**config.mk**
```make
export PLATFORM = sky130hd
export DESIGN_NAME = pipeline_hazard_ctrl
export DESIGN_NICKNAME = d
export VERILOG_FILES = /design/src/rtl/pipeline_hazard_ctrl.sv
export SDC_FILE = /design/constraint.sdc
export NUM_CORES = 1
export LEC_CHECK = 0
export ABC_AREA = 1
export CORE_MARGIN = 10
export CORE_UTILIZATION = 50
export CTS_BUF_LIST = sky130_fd_sc_hd__clkbuf_8
export CTS_CLUSTER_DIAMETER = 200
export DETAILED_ROUTE_END_ITERATION = 10
export GPL_ROUTABILITY_DRIVEN = 0
export GPL_TIMING_DRIVEN = 0
export PLACE_DENSITY_LB_ADDON = 0.15
export SYNTH_ARGS = -nofsm -noshare
export SYNTH_HDL_FRONTEND = slang
export SYNTH_SLANG_ARGS = --single-unit
```
**constraint.sdc**
```tcl
create_clock -name clk -period 1.8 [get_ports clk]
set_input_delay 0.27 -clock clk [delete_from_list [all_inputs] [get_ports clk]]
set_output_delay 0.27 -clock clk [all_outputs]
set_load 0.01 [all_outputs]
```
**src/rtl/pipeline_hazard_ctrl.sv**
```systemverilog
// pipeline_hazard_ctrl
//  Stall/flush scheduler for the 5-stage pipeline. It resolves load-use
//  hazards, taken-branch squashes and multi-cycle data-memory waits, with a
//  sticky watchdog for memory that never answers and a saturating stall counter.
// Ports
//  clk, nrst                     clock (rising edge), async active-low reset
//  i_ID_rs/i_ID_rt/i_ID_useRt    source operands of the instruction in ID
//  i_EX_MemRead/i_EX_RegAddrW    load flag and destination of the instruction in EX
//  i_EX_BrTaken                  taken branch/jump resolved in EX
//  i_MEM_req/i_MEM_ack           data-memory handshake from MEM
//  o_*_en, o_*_flush, o_MEMWB_bubble  pipeline register controls (combinational)
//  o_stall_cnt                   cycles with o_PC_en=0, saturating (registered)
//  o_timeout                     sticky watchdog flag (registered)
module pipeline_hazard_ctrl #(
  parameter int unsigned MEM_TIMEOUT = 255,
  parameter int unsigned CNT_W       = 16
) (
  input  logic             clk,
  input  logic             nrst,
  input  logic [4:0]       i_ID_rs,
  input  logic [4:0]       i_ID_rt,
  input  logic             i_ID_useRt,
  input  logic             i_EX_MemRead,
  input  logic [4:0]       i_EX_RegAddrW,
  input  logic             i_EX_BrTaken,
  input  logic             i_MEM_req,
  input  logic             i_MEM_ack,
  output logic             o_PC_en,
  output logic             o_IFID_en,
  output logic             o_IFID_flush,
  output logic             o_IDEX_en,
  output logic             o_IDEX_flush,
  output logic             o_EXMEM_en,
  output logic             o_MEMWB_en,
  output logic             o_MEMWB_bubble,
  output logic [CNT_W-1:0] o_stall_cnt,
  output logic             o_timeout
);

  // wait_cnt only has to reach MEM_TIMEOUT-1
  localparam int unsigned WAIT_W = (MEM_TIMEOUT > 1) ? $clog2(MEM_TIMEOUT) : 1;

  typedef enum logic [1:0] {
    RUN      = 2'd0,
    MEM_WAIT = 2'd1,
    ERROR    = 2'd2
  } state_e;

  state_e              state_q, state_d;
  logic [WAIT_W-1:0]   wait_cnt_q, wait_cnt_d;
  logic [CNT_W-1:0]    stall_cnt_q, stall_cnt_d;
  logic                timeout_q, timeout_d;

  logic load_use;
  logic mem_stall;

  // Register 0 is hard-wired, so a load targeting it never blocks ID
  assign load_use = i_EX_MemRead && (i_EX_RegAddrW != 5'd0) &&
                    ((i_EX_RegAddrW == i_ID_rs) ||
                     (i_ID_useRt && (i_EX_RegAddrW == i_ID_rt)));

  // Memory freeze: a fresh unacknowledged request in RUN, or any cycle of
  // MEM_WAIT without ack (req is not re-qualified while waiting)
  assign mem_stall = ((state_q == RUN) && i_MEM_req && !i_MEM_ack) ||
                     ((state_q == MEM_WAIT) && !i_MEM_ack);

  // Pipeline controls; priority: reset, error, memory freeze, branch, load-use
  always_comb begin
    o_PC_en        = 1'b1;
    o_IFID_en      = 1'b1;
    o_IFID_flush   = 1'b0;
    o_IDEX_en      = 1'b1;
    o_IDEX_flush   = 1'b0;
    o_EXMEM_en     = 1'b1;
    o_MEMWB_en     = 1'b1;
    o_MEMWB_bubble = 1'b0;
    if (!nrst) begin
      o_PC_en        = 1'b0;
      o_IFID_en      = 1'b0;
      o_IFID_flush   = 1'b1;
      o_IDEX_en      = 1'b0;
      o_IDEX_flush   = 1'b1;
      o_EXMEM_en     = 1'b0;
      o_MEMWB_en     = 1'b0;
      o_MEMWB_bubble = 1'b1;
    end else if (state_q == ERROR) begin
      o_PC_en        = 1'b0;
      o_IFID_en      = 1'b0;
      o_IDEX_en      = 1'b0;
      o_EXMEM_en     = 1'b0;
      o_MEMWB_en     = 1'b0;
      o_MEMWB_bubble = 1'b1;
    end else if (mem_stall) begin
      // MEM/WB keeps clocking so the stalled access does not write back twice
      o_PC_en        = 1'b0;
      o_IFID_en      = 1'b0;
      o_IDEX_en      = 1'b0;
      o_EXMEM_en     = 1'b0;
      o_MEMWB_bubble = 1'b1;
    end else if (i_EX_BrTaken) begin
      // Squashes the ID instruction, which also cancels any load-use stall
      o_IFID_flush   = 1'b1;
      o_IDEX_flush   = 1'b1;
    end else if (load_use) begin
      o_PC_en        = 1'b0;
      o_IFID_en      = 1'b0;
      o_IDEX_flush   = 1'b1;
    end
  end

  // Next state, watchdog and stall counter
  always_comb begin
    state_d     = state_q;
    wait_cnt_d  = wait_cnt_q;
    timeout_d   = timeout_q;
    stall_cnt_d = stall_cnt_q;
    if (!o_PC_en && (stall_cnt_q != {CNT_W{1'b1}})) begin
      stall_cnt_d = stall_cnt_q + CNT_W'(1);
    end
    unique case (state_q)
      RUN: begin
        if (i_MEM_req && !i_MEM_ack) begin
          state_d    = MEM_WAIT;
          wait_cnt_d = '0;
        end
      end
      MEM_WAIT: begin
        if (i_MEM_ack) begin
          state_d    = RUN;
          wait_cnt_d = '0;
        end else if (wait_cnt_q == WAIT_W'(MEM_TIMEOUT - 1)) begin
          state_d    = ERROR;
          timeout_d  = 1'b1;
        end else begin
          wait_cnt_d = wait_cnt_q + WAIT_W'(1);
        end
      end
      ERROR:   state_d = ERROR;
      default: state_d = RUN;
    endcase
  end

  always_ff @(posedge clk or negedge nrst) begin
    if (!nrst) begin
      state_q     <= RUN;
      wait_cnt_q  <= '0;
      stall_cnt_q <= '0;
      timeout_q   <= 1'b0;
    end else begin
      state_q     <= state_d;
      wait_cnt_q  <= wait_cnt_d;
      stall_cnt_q <= stall_cnt_d;
      timeout_q   <= timeout_d;
    end
  end

  assign o_stall_cnt = stall_cnt_q;
  assign o_timeout   = timeout_q;

endmodule
```
Word-level counts from Yosys, hierarchy flattened

Cells that the tools add are included.

Register bits after elaboration: 27
Bits of input ports: 22
Output and inout port bits: 25
Word-level logic and storage cells: 64

Add/sub/neg operators: 2
Equality and inequality tests: 9
Mux-type cells: 30
Bitwise gates (word level): 1
Reductions and logical operators: 18

Operator list:

| operator                                                                | number |
|---|---|
| 8-bit 2-to-1 mux                                                        | 3 |
| 1-bit 2-to-1 mux                                                        | 22 |
| 16-bit by 1-bit adder with 16-bit output, second input constant         | 1 |
| 16-bit inequality test, second input constant                           | 1 |
| 8-bit case mux with 2 select lines                                      | 1 |
| 5-bit equality test                                                     | 2 |
| 8-bit by 1-bit adder with 8-bit output, second input constant           | 1 |
| 8-bit equality test, second input constant                              | 1 |
| 1-bit logical AND                                                       | 8 |
| 2-bit 2-to-1 mux                                                        | 3 |
| 2-bit case mux with 3 select lines                                      | 1 |
| 3-bit AND reduction                                                     | 2 |
| 5-bit nonzero test                                                      | 1 |
| 3-bit by 2-bit inequality test with 1-bit output, second input constant | 1 |
| 3-bit inequality test, second input constant                            | 1 |
| 2-bit by 1-bit equality test with 1-bit output, second input constant   | 1 |
| 2-bit equality test, second input constant                              | 1 |
| 1-bit logical NOT                                                       | 2 |
| 2-bit logical NOT                                                       | 1 |
| 1-bit logical OR                                                        | 2 |
| 2-bit by 1-bit inequality test with 1-bit output, second input constant | 1 |
| 2-bit AND reduction                                                     | 1 |
| 2-bit nonzero test                                                      | 1 |
| 1-bit NOT                                                               | 1 |

Depth between registers and ports, before layout

Gate-level depths: netlist of run 1.

Word-level depth: 11
Gate-level depth with buffers: 12
Mapped depth without buffers: 11

Worst setup path before layout of run 1

No wires, ideal clock.

Path kind: register to output
From: register state_q[0]
To: output port o_PC_en
Arrival time: 1.615 ns
Required time: 1.530 ns
Setup slack: -0.085 ns
Cell stages (with the launch flop): 8
Buffers on the path: 2
Cells stage by stage: dfrtp_1 -> o211ai_1 -> o21ai_0 -> nor2_1 -> nand2_2 -> buf_2 -> inv_1 -> buf_4

Cells in the longest elaborated chain, start to end: 7
Elaborated cells between the ends (all ways): 10
Classes of those cells: 2 x eq/ne; 3 x mux; 5 x reduce/logical

RTL lines:

| what                            | line | RTL |
|---|---|---|
| start, declared                 | 49   | `state_e state_q, state_d;` |
| start signal, assigned          | 150  | `state_q <= state_d;` |
| 2-bit logical NOT               | 64   | `assign mem_stall = ((state_q == RUN) && i_MEM_req && !i_MEM_ack) \|\|` |
| 1-bit logical AND (2 in a row)  | 64   |  |
| 1-bit logical OR                | 64   |  |
| 1-bit 2-to-1 mux                | n/a  |  |
| 1-bit 2-to-1 mux * (2 in a row) | n/a  |  |
| end, declared                   | 28   | `output logic o_PC_en,` |

Every way passes the cells marked *; elsewhere a longest branch is shown, timed or not.

Final worst setup path of run 1

From: register state_q[0]
To: output port o_PC_en

Cells in the longest elaborated chain, start to end: 7
Elaborated cells between the ends (all ways): 10
Classes of those cells: 2 x eq/ne; 3 x mux; 5 x reduce/logical

RTL lines:

| what                           | line | RTL |
|---|---|---|
| 2-bit logical NOT              | 64   |  |
| 1-bit logical AND (2 in a row) | 64   |  |
| 1-bit logical OR               | 64   |  |
| 1-bit 2-to-1 mux               | 93   | `end else if (mem_stall) begin` |
| 1-bit 2-to-1 mux *             | 86   | `end else if (state_q == ERROR) begin` |
| 1-bit 2-to-1 mux *             | 77   | `if (!nrst) begin` |

Marked as above.

==> impl_metrics.yaml, run 1 <==
run_status:
  outcome: "finished, violations left"
  violations: "negative setup slack"
routing:
  drc_errors: 0
  wl_per_cell_microns: 12.9
  wl_mm: 4.98
  via_per_inst: 5.03
  drt_iter0_drc: 126
  dr.pass1.iters: 4
  postRouteAntennaNets: 0
  vias: 1938
global_routing:
  grt_pass1_vias: 1843
  antenna_found_initial: 0
  grt_first_pass_wirelength_mm: 8.25
  grt_remaining_overflow: 0
  grt_use_total_pct: 15.1
  grt_max_degree: 28
floorplanning:
  die_y_microns: 80.7
  die_area_sq_mm: 0.00651
  io_pins: 47
  rows: 21
  initial_core_util_pct: 53.5
  core_sq_mm: 0.00344
  dieWidth_microns: 80.7
final_layout:
  diodes: 0
  synthToLayoutAreaGrowth_pct: 39.0
  finalNetCount: 365
  drive_gt1_share_pct: 14.5
clock_tree:
  numCtsBuffers: 3
  h-tree-depth: 1
  cts_tree: "done"
  cts_sinks: 27
  clk_pin_slew_worst_paths_ns: 0.09
  cts.path.max_buffers: 2
  clock_latency_ns: 0.28
  cts-root-buf: "clkbuf_8"
power:
  powerDensity_mw_per_mm2: 912
  p_leak_nw: 1.34
  peakVddDrop_v: 0.000698
yosys:
  synth_top_cell_by_area: "dfrtp_1"
  syn_nets: 298
  synth_flop_cell: "dfrtp_1"
  synthTopCellsByCount: "95 x nand2_1, 36 x inv_1, 32 x nor2_1"
  synthCells: 273
  yosysWarnings: 0
  yosys-top-cells-area: "dfrtp_1 37%, nand2_1 19%, nand3_1 7.6%"
  synth-edff-count: 0
  synth_seq_area_share_pct: 36.7
  synth_top_cell_area_share_pct: 36.7
  avgSynthCellArea_sq_um: 6.75
  ys_async_sr_fraction_pct: 100
  synth_area_sq_mm: 0.00184
  yosysMostFrequentCell: "nand2_1"
  synth.distinct_cells: 22
  postSynthRegisterBits: 27
timing:
  fin_ws_ns: -0.0645
  clock-skew-final_ns: 0.00921
  tightestPinTransition_ns: 0.334
  clock.fmax_mhz: 536
  min_period_over_period_pct: 104
  setup_viol: 2
  hold_violations: 0
  final.min_clock_period_ns: 1.86
  rsz0062_at_grt: "true"
  fin_tns_setup_ns: -0.0850
  drv_slew: 0
  relSlewSlack_pct: 77.5
  fin_hold_ws_ns: 0.419
place:
  pre_cts_slack_ns: -1.77
  io_buffers: 46
  dp_hpwl_mm: 3.48
critical_path:
  path_max_fanout: 3
  critPathArrivalTime_ns: 1.59
  crit_type: "reg2out"
  crit_required_ns: 1.53
  setup.worst_path.start_class: "flop"
  endpoint_kind: "output pin"
  rrSetupSlack_ns: 0.09
worst_hold_path:
  holdCritPathClass: "in2reg"
run:
  maxCapViolCount: 0
-- layout by cell type, fill, tap and decap left out, types with 2 or more instances in the layout --
cell,Yosys,layout
xor2_1,9,9
xnor2_1,6,6
nor3_1,7,7
nor2_2,0,3
o21ai_0,9,7
ha_1,3,2
nor2_1,32,29
clkdlybuf4s50_1,0,21
clkbuf_8,0,3
dlygate4sd2_1,0,16
buf_4,2,16
buf_6,1,4
nand2_2,2,3
nand4_1,2,2
clkbuf_2,0,2
dfrtp_1,27,26
buf_2,2,4
inv_1,36,35
nand2_4,1,2
a21oi_1,5,5
nor2_4,2,2
nand3_1,28,27
nand2_1,95,93
-- routing by layer --
metal	GRT usage (%)	part of all wire (%)	up-vias	wire (microns)
met3	3.79	7.3	4	362
met5	0	0	-	0
met4	3.98	0.76	0	38
li1	-	-	982	-
met1	19.1	45	896	2250
met2	25.1	47	56	2330
-- layout make-up --
class | count | area [sq um]
multi-input combinational | 205 | 1040
fill | 276 | 880
sequential | 27 | 677
timing repair buffer | 62 | 547
inverter | 36 | 138
tap | 46 | 57.6
buffer | 5 | 56.3
clock buffer | 3 | 41.3
clock inverter | 1 | 3.75
-- worst max-delay path, cell delays in order (launching register included) --
cell and delay, ns:
dfrtp_1 0.40, o211ai_1 0.21, o21ai_2 0.09, nor2_2 0.11
buf_4 0.13, nand2_4 0.05, buf_6 0.12, inv_4 0.04
buf_6 0.08, buf_6 0.09
-- where the power goes --
part	internal [W]	total [W]	switching [W]	leakage, nW
Sequential	0.000712	0.000847	0.000135	0.358
Combinational	0.000553	0.00114	0.000589	0.954
Clock	0.000153	0.000348	0.000194	0.0269
-- flip-flops by register name (all words and copies together), names as in the netlist --
signal and cells:
wait_cnt_q 8, o_stall_cnt 16, o_timeout 1, state_q 2
-- path summary, 6_finish.rpt --
path / startpoint / end / cells past startpoint
min in group asynchronous: nrst / o_stall_cnt[12] / 3
max reg2reg: o_stall_cnt[0] / o_stall_cnt[14] / 9
min: i_MEM_ack / wait_cnt_q[7] / 4
min reg2reg: o_timeout / o_timeout / 2
max: state_q[0] / o_PC_en / 9
max in group asynchronous: nrst / o_stall_cnt[0] / 3
-- repair_timing --
item / CTS / global route
hold buffers: 2 / 0
buffers inserted: 9 / 5
endpoints found under the hold margin: 27 / 0
setup endpoints to repair: 24 / 20
pin swaps: 8 / 8
resized for setup: 53 / 20
-- logic make-up after synthesis --
group                    after synthesis  share of synthesized area (%)
flip-flops                            27                           36.7
AO/OA/AOI/OAI                         16                           4.62
buffers and inverters                 41                           9.30
adder cells (fa/ha/maj)                3                           2.04
XOR/XNOR                              15                           7.13
AND/OR/NAND/NOR                      171                           40.3
-- stage by stage --
stage	std cells	util [%]	total power [W]	instance area, sq um
after global routing	385	74.4	0.00251	2560
after global placement	365	68.7	0.00174	2360
final	385	74.4	0.00234	2560
after floorplan	273	-	0.00137	1850
after detailed placement	365	68.7	0.00176	2360
after CTS	380	72.4	0.00223	2490
Note: power is estimated with default switching activity, not from simulation.
==> inputs of run 2 (changes only) <==
- CTS_CLUSTER_SIZE: not set -> 28
- SLEW_MARGIN: not set -> 20
==> run 2 against run 1 <==
Compared with the run above:
- the run still ends with negative setup slack left
- cell area about the same
- setup slack got worse by 0.064 ns
- non-clock buffer count is the same
- sequential share of layout area barely moved
- sequential cell count did not move
- first-iteration DRC count fell by 25%
- critical path depth increased by 4
- worst hold slack improved by 0.0011 ns
- largest cell class unchanged
==> impl_metrics.yaml, run 2 (synthesis gave the netlist of run 1 again) <==
run_status:
  outcome: "finished, violations left"
  violations: "negative setup slack"
clock_tree:
  cts-root-buf: "clkbuf_8"
  cts_sinks: 27
  cts_tree: "done"
  clk_pin_slew_worst_paths_ns: 0.09
  numCtsBuffers: 3
  h-tree-depth: 1
  clock_latency_ns: 0.28
  cts.path.max_buffers: 2
timing:
  fin_hold_ws_ns: 0.420
  min_period_over_period_pct: 107
  drv_slew: 0
  setup_viol: 4
  relSlewSlack_pct: 77.3
  rsz0062_at_grt: "true"
  final.min_clock_period_ns: 1.93
  clock-skew-final_ns: 0.0109
  clock.fmax_mhz: 519
  fin_ws_ns: -0.128
  hold_violations: 0
  tightestPinTransition_ns: 0.337
critical_path:
  critPathLaunch: "i_ID_rt[0]"
  rrSetupSlack_ns: 0.08
  path_buf_inv: 6
  max_stage_delay_ns: 0.45
  crit_path_cell_trace: "clkdlybuf4s50_1 > inv_1 > nand2_1 > nand2_1 > nor2_1 > nand3_1 > nand2_2 > nand3_2 > nand2_4 > buf_6 > inv_4 > buf_6 > buf_6"
  cp-endpoint: "o_PC_en"
  worst-path-stages: 13
  path_delay_family: "buffers and inverters"
  critPathArrivalTime_ns: 1.66
  worst_path_most_repeated_cell: "buf_6"
  endpoint_kind: "output pin"
  rr_worst_depth: 9
  crit_type: "in2out"
  reg2reg_from: "o_stall_cnt[0]"
  setup.worst_path.start_class: "input pin"
  crit_required_ns: 1.53
  slowest_stage: "clkdlybuf4s50_1"
  r2r_end: "o_stall_cnt[5]"
  path_max_fanout: 2
routing:
  wl_per_cell_microns: 12.8
  dr.pass1.iters: 4
  drt_iter0_drc: 95
  drc_errors: 0
  vias: 1915
  postRouteAntennaNets: 0
  wl_mm: 4.94
  via_per_inst: 4.97
global_routing:
  use_met1_pct: 19.0
  grt_busiest_layer: "met2"
  grt_max_degree: 28
  globalRouteMet2Util_pct: 24.8
  grt_first_pass_wirelength_mm: 8.20
  grt_remaining_overflow: 0
  antenna_found_initial: 0
  gr-usage-met3_pct: 3.90
  grt_use_total_pct: 15.0
  grt_pass1_vias: 1821
floorplanning:
  initial_core_util_pct: 53.5
  rows: 21
  die_area_sq_mm: 0.00651
  die_y_microns: 80.7
  io_pins: 47
  dieWidth_microns: 80.7
  core_sq_mm: 0.00344
power:
  swShare_pct: 39.4
  pwr-share-seq_pct: 36.2
  p_leak_nw: 1.33
  clock_power_share_pct: 15.0
  p_comb_share_pct: 48.9
  intPower_w: 0.00141
  peakVddDrop_v: 0.000765
  powerDensity_mw_per_mm2: 912
  p_sw_w: 0.000920
place:
  dp_hpwl_mm: 3.48
  io_buffers: 46
  pre_cts_slack_ns: -0.922
  placedCellCount: 365
final_layout:
  fin_cells: 385
  largest_register_ffs: 16
  diodes: 0
  final_common_cell: "nand2_1"
  finalNetCount: 365
  synthToLayoutAreaGrowth_pct: 39.0
  layout_common_cells: "93 x nand2_1, 34 x inv_1, 29 x nor2_1"
  drive_gt1_share_pct: 14.2
worst_hold_path:
  hp-start: "i_MEM_ack"
  holdCritPathClass: "in2reg"
run:
  maxCapViolCount: 0
## run 2: final cells by class
type	instances	area (sq um)
repair buffers	63	562
inverters	36	138
fillers	279	881
plain buffers	4	41.3
clock inverters	1	3.75
well taps	46	57.6
flip-flops and latches	27	676
clock buffers	3	41.3
multi-input cells	205	1040
## run 2: per-layer routing
metal  vias up  share of wire [%]  routed length [microns]
met5         -                  0                        0
met4         0               0.89                       44
met3         6                7.1                      350
met2        54                 46                     2260
met1       873                 46                     2280
li1        982                  -                        -
## run 2: power groups by stage
stage	Clock [W]	Sequential (W)	Combinational [W]
after global placement	0	0.000849	0.000890
after floorplan	0	0.000855	0.000513
after global routing	0.000374	0.000858	0.00128
after detailed placement	0	0.000851	0.000912
final	0.000349	0.000845	0.00114
after CTS	0.000346	0.000822	0.00107
## run 2: worst reg2reg max path: stages (launching register included)
cell and delay, ns:
dfrtp_1 0.43, ha_4 0.19, nand3_4 0.11, nor2_4 0.17
nand2_2 0.08, nor2_4 0.13, nand4_4 0.16, buf_6 0.20
nand3_1 0.10, nand2_1 0.07
## run 2: metrics by stage
| step | setup TNS, ns | cell area, sq um | power [W] | util, % |
|---|---|---|---|---|
| floorplan | 0 | 1850 | 0.00137 | - |
| global placement | -27.57 | 2360 | 0.00174 | 68.7 |
| detailed placement | -6.27 | 2360 | 0.00176 | 68.5 |
| CTS | -0.134 | 2500 | 0.00224 | 72.6 |
| global route | -0.680 | 2560 | 0.00251 | 74.4 |
| finish | -0.195 | 2560 | 0.00234 | 74.4 |
## run 2: how the worst min path moves through the flow
stage,end,cells past startpoint
finish,wait_cnt_q[7],4
global placement,o_timeout,2
CTS,wait_cnt_q[7],4
detailed placement,o_stall_cnt[12],1
floorplan,o_stall_cnt[0],0
global route,wait_cnt_q[7],4
## run 2: what timing repair did
item                                    4_1_cts  5_1_grt
hold buffers                                  2        0
endpoints found under the setup margin       18       20
pin swaps                                    12        7
hold endpoints to repair                     27        0
buffers inserted                             10        5
gates resized for setup                      48       15
==> RTL edit: new RTL, flow settings as in run 2 <==
Change the parameter `MEM_TIMEOUT` from 255 to 510.
--- a/src/rtl/pipeline_hazard_ctrl.sv
+++ b/src/rtl/pipeline_hazard_ctrl.sv
@@ -12,7 +12,7 @@
 //  o_stall_cnt                   cycles with o_PC_en=0, saturating (registered)
 //  o_timeout                     sticky watchdog flag (registered)
 module pipeline_hazard_ctrl #(
-  parameter int unsigned MEM_TIMEOUT = 255,
+  parameter int unsigned MEM_TIMEOUT = 510,
   parameter int unsigned CNT_W       = 16
 ) (
   input  logic             clk,
Check against the original RTL: no difference found for any inputs over 10 cycles, from zero or initial values and one cycle with nrst low; that may be too few to reach the edited logic, so the function may still have changed.
==> RTL edit against run 2 <==
The flow still finishes with violations (setup timing); routed wire length rose by 7.5%; area after synthesis up 8.0%; hold slack worse by 0.0049 ns; critical path depth is 4 lower; worst setup slack improved by 0.040 ns; sequential cell count increased by 1; fmax up 2.1%; power up 15%; final area is 8.0% higher; global-route usage shrank 0.75 points; highest routed layer unchanged.
==> RTL edit: results (changes against run 2) <==
Logic synthesis
  – Sequential share of the synthesized area: 35.2% (-1.5 points)
  – Cell count after synthesis: 291 (+6.6%)
  – Synth Net Count: 316 (+6.0%)
  – Distinct cells, synth: 27 (+23%)
  – Synth top area cells: dfrtp_1 (35%), nand2_1 (18%), inv_1 (8.1%)
  – Synth cell count leaders: nand2_1 (97), inv_1 (43), dfrtp_1 (28)

Final layout
  – FILL cells: 327 (+17%)
  – Final Non-Filler Cells: 406 (+5.5%)

Global route
  – Number of global-route vias before repair: 1803 (-0.99%)
  – GR Layer Usage met2: 21.7% (-3.1 points)
  – GRT Resource Usage Total: 14.3% (-0.75 points)
  – Global-route wire length before repair: 8630 microns (+5.1%)
  – Grt met3 use: 3.13% (-0.77 points)
  – Largest net degree at the start of global routing: 29 (+3.6%)

Placement
  – DPL Wire Length: 3640 microns (+4.5%)
  – Port buffer count: 45 (-2.2%)

Drt
  – Met3 WL post-DR: 275 microns (-21%)
  – Vias: 2016 (+5.3%)
  – WL met1: 2650 microns (+16%)
  – Initial drt markers: 143 (+51%)

STA
  – Final setup fails: 4 (unchanged)
  – Post-route worst setup slack: -0.0877 ns (+0.0404 ns)
  – Final hold slack: 0.415 ns (-0.00493 ns)
  – Setup TNS: -0.197 ns (-0.00219 ns)

Power
  – P_leak: 1.43 nW (+7.4%)

Outcome
  – Run status: complete, but fails checks
  – Failing checks: setup timing
## RTL edit: repair_timing
action	4_1_cts	5_1_grt
pin swaps	13	5
hold buffers	2	0
resized for setup	54	19
endpoints found under the setup margin	19	25
hold endpoints to repair	28	0
buffers inserted	9	8
## RTL edit: worst min-delay path, delay by kind of cell
family	cells	cell delay, ns
buffers and inverters	1	0.21
AND/OR/NAND/NOR	3	0.18
## RTL edit: worst max-delay path by stage
stage / from / to / slack, ns / depth (start not counted)
final: state_q[1] / o_PC_en / -0.09 / 9
after global routing: state_q[1] / o_PC_en / -0.20 / 12
after CTS: state_q[1] / o_PC_en / -0.11 / 10
after detailed placement: i_EX_RegAddrW[4] / o_PC_en / -0.92 / 13
after global placement: nrst / o_PC_en / -1.76 / 8
after floorplan: state_q[1] / o_PC_en / 0.01 / 12
## RTL edit: layout make-up
| cell class | count | area, sq um | area share (%) |
|---|---|---|---|
| Sequential cell | 28 | 703 | 25.4 |
| Clock inverter | 1 | 30.0 | 1.09 |
| Clock buffer | 3 | 41.3 | 1.49 |
| Tap cell | 48 | 60.1 | 2.17 |
| Buffer | 7 | 71.3 | 2.58 |
| Multi-Input combinational cell | 207 | 1090 | 39.3 |
| Inverter | 48 | 183 | 6.61 |
| Timing Repair Buffer | 64 | 591 | 21.4 |
## RTL edit: kinds of logic after synthesis
logic type	count (synthesis)	synth area share, %
adder cells (fa/ha/maj)	3	1.89
flip-flops	28	35.2
XOR/XNOR	20	8.80
buffers and inverters	56	12.7
AO/OA/AOI/OAI	13	3.33
AND/OR/NAND/NOR	171	38.1
## RTL edit: report_power, final
group	switching [mW]	total, mW	internal [mW]	leakage, nW
Sequential	0.150	0.883	0.734	0.372
Clock	0.208	0.506	0.298	0.0357
Combinational	0.630	1.29	0.663	1.02
Total	0.988	2.68	1.70	1.43
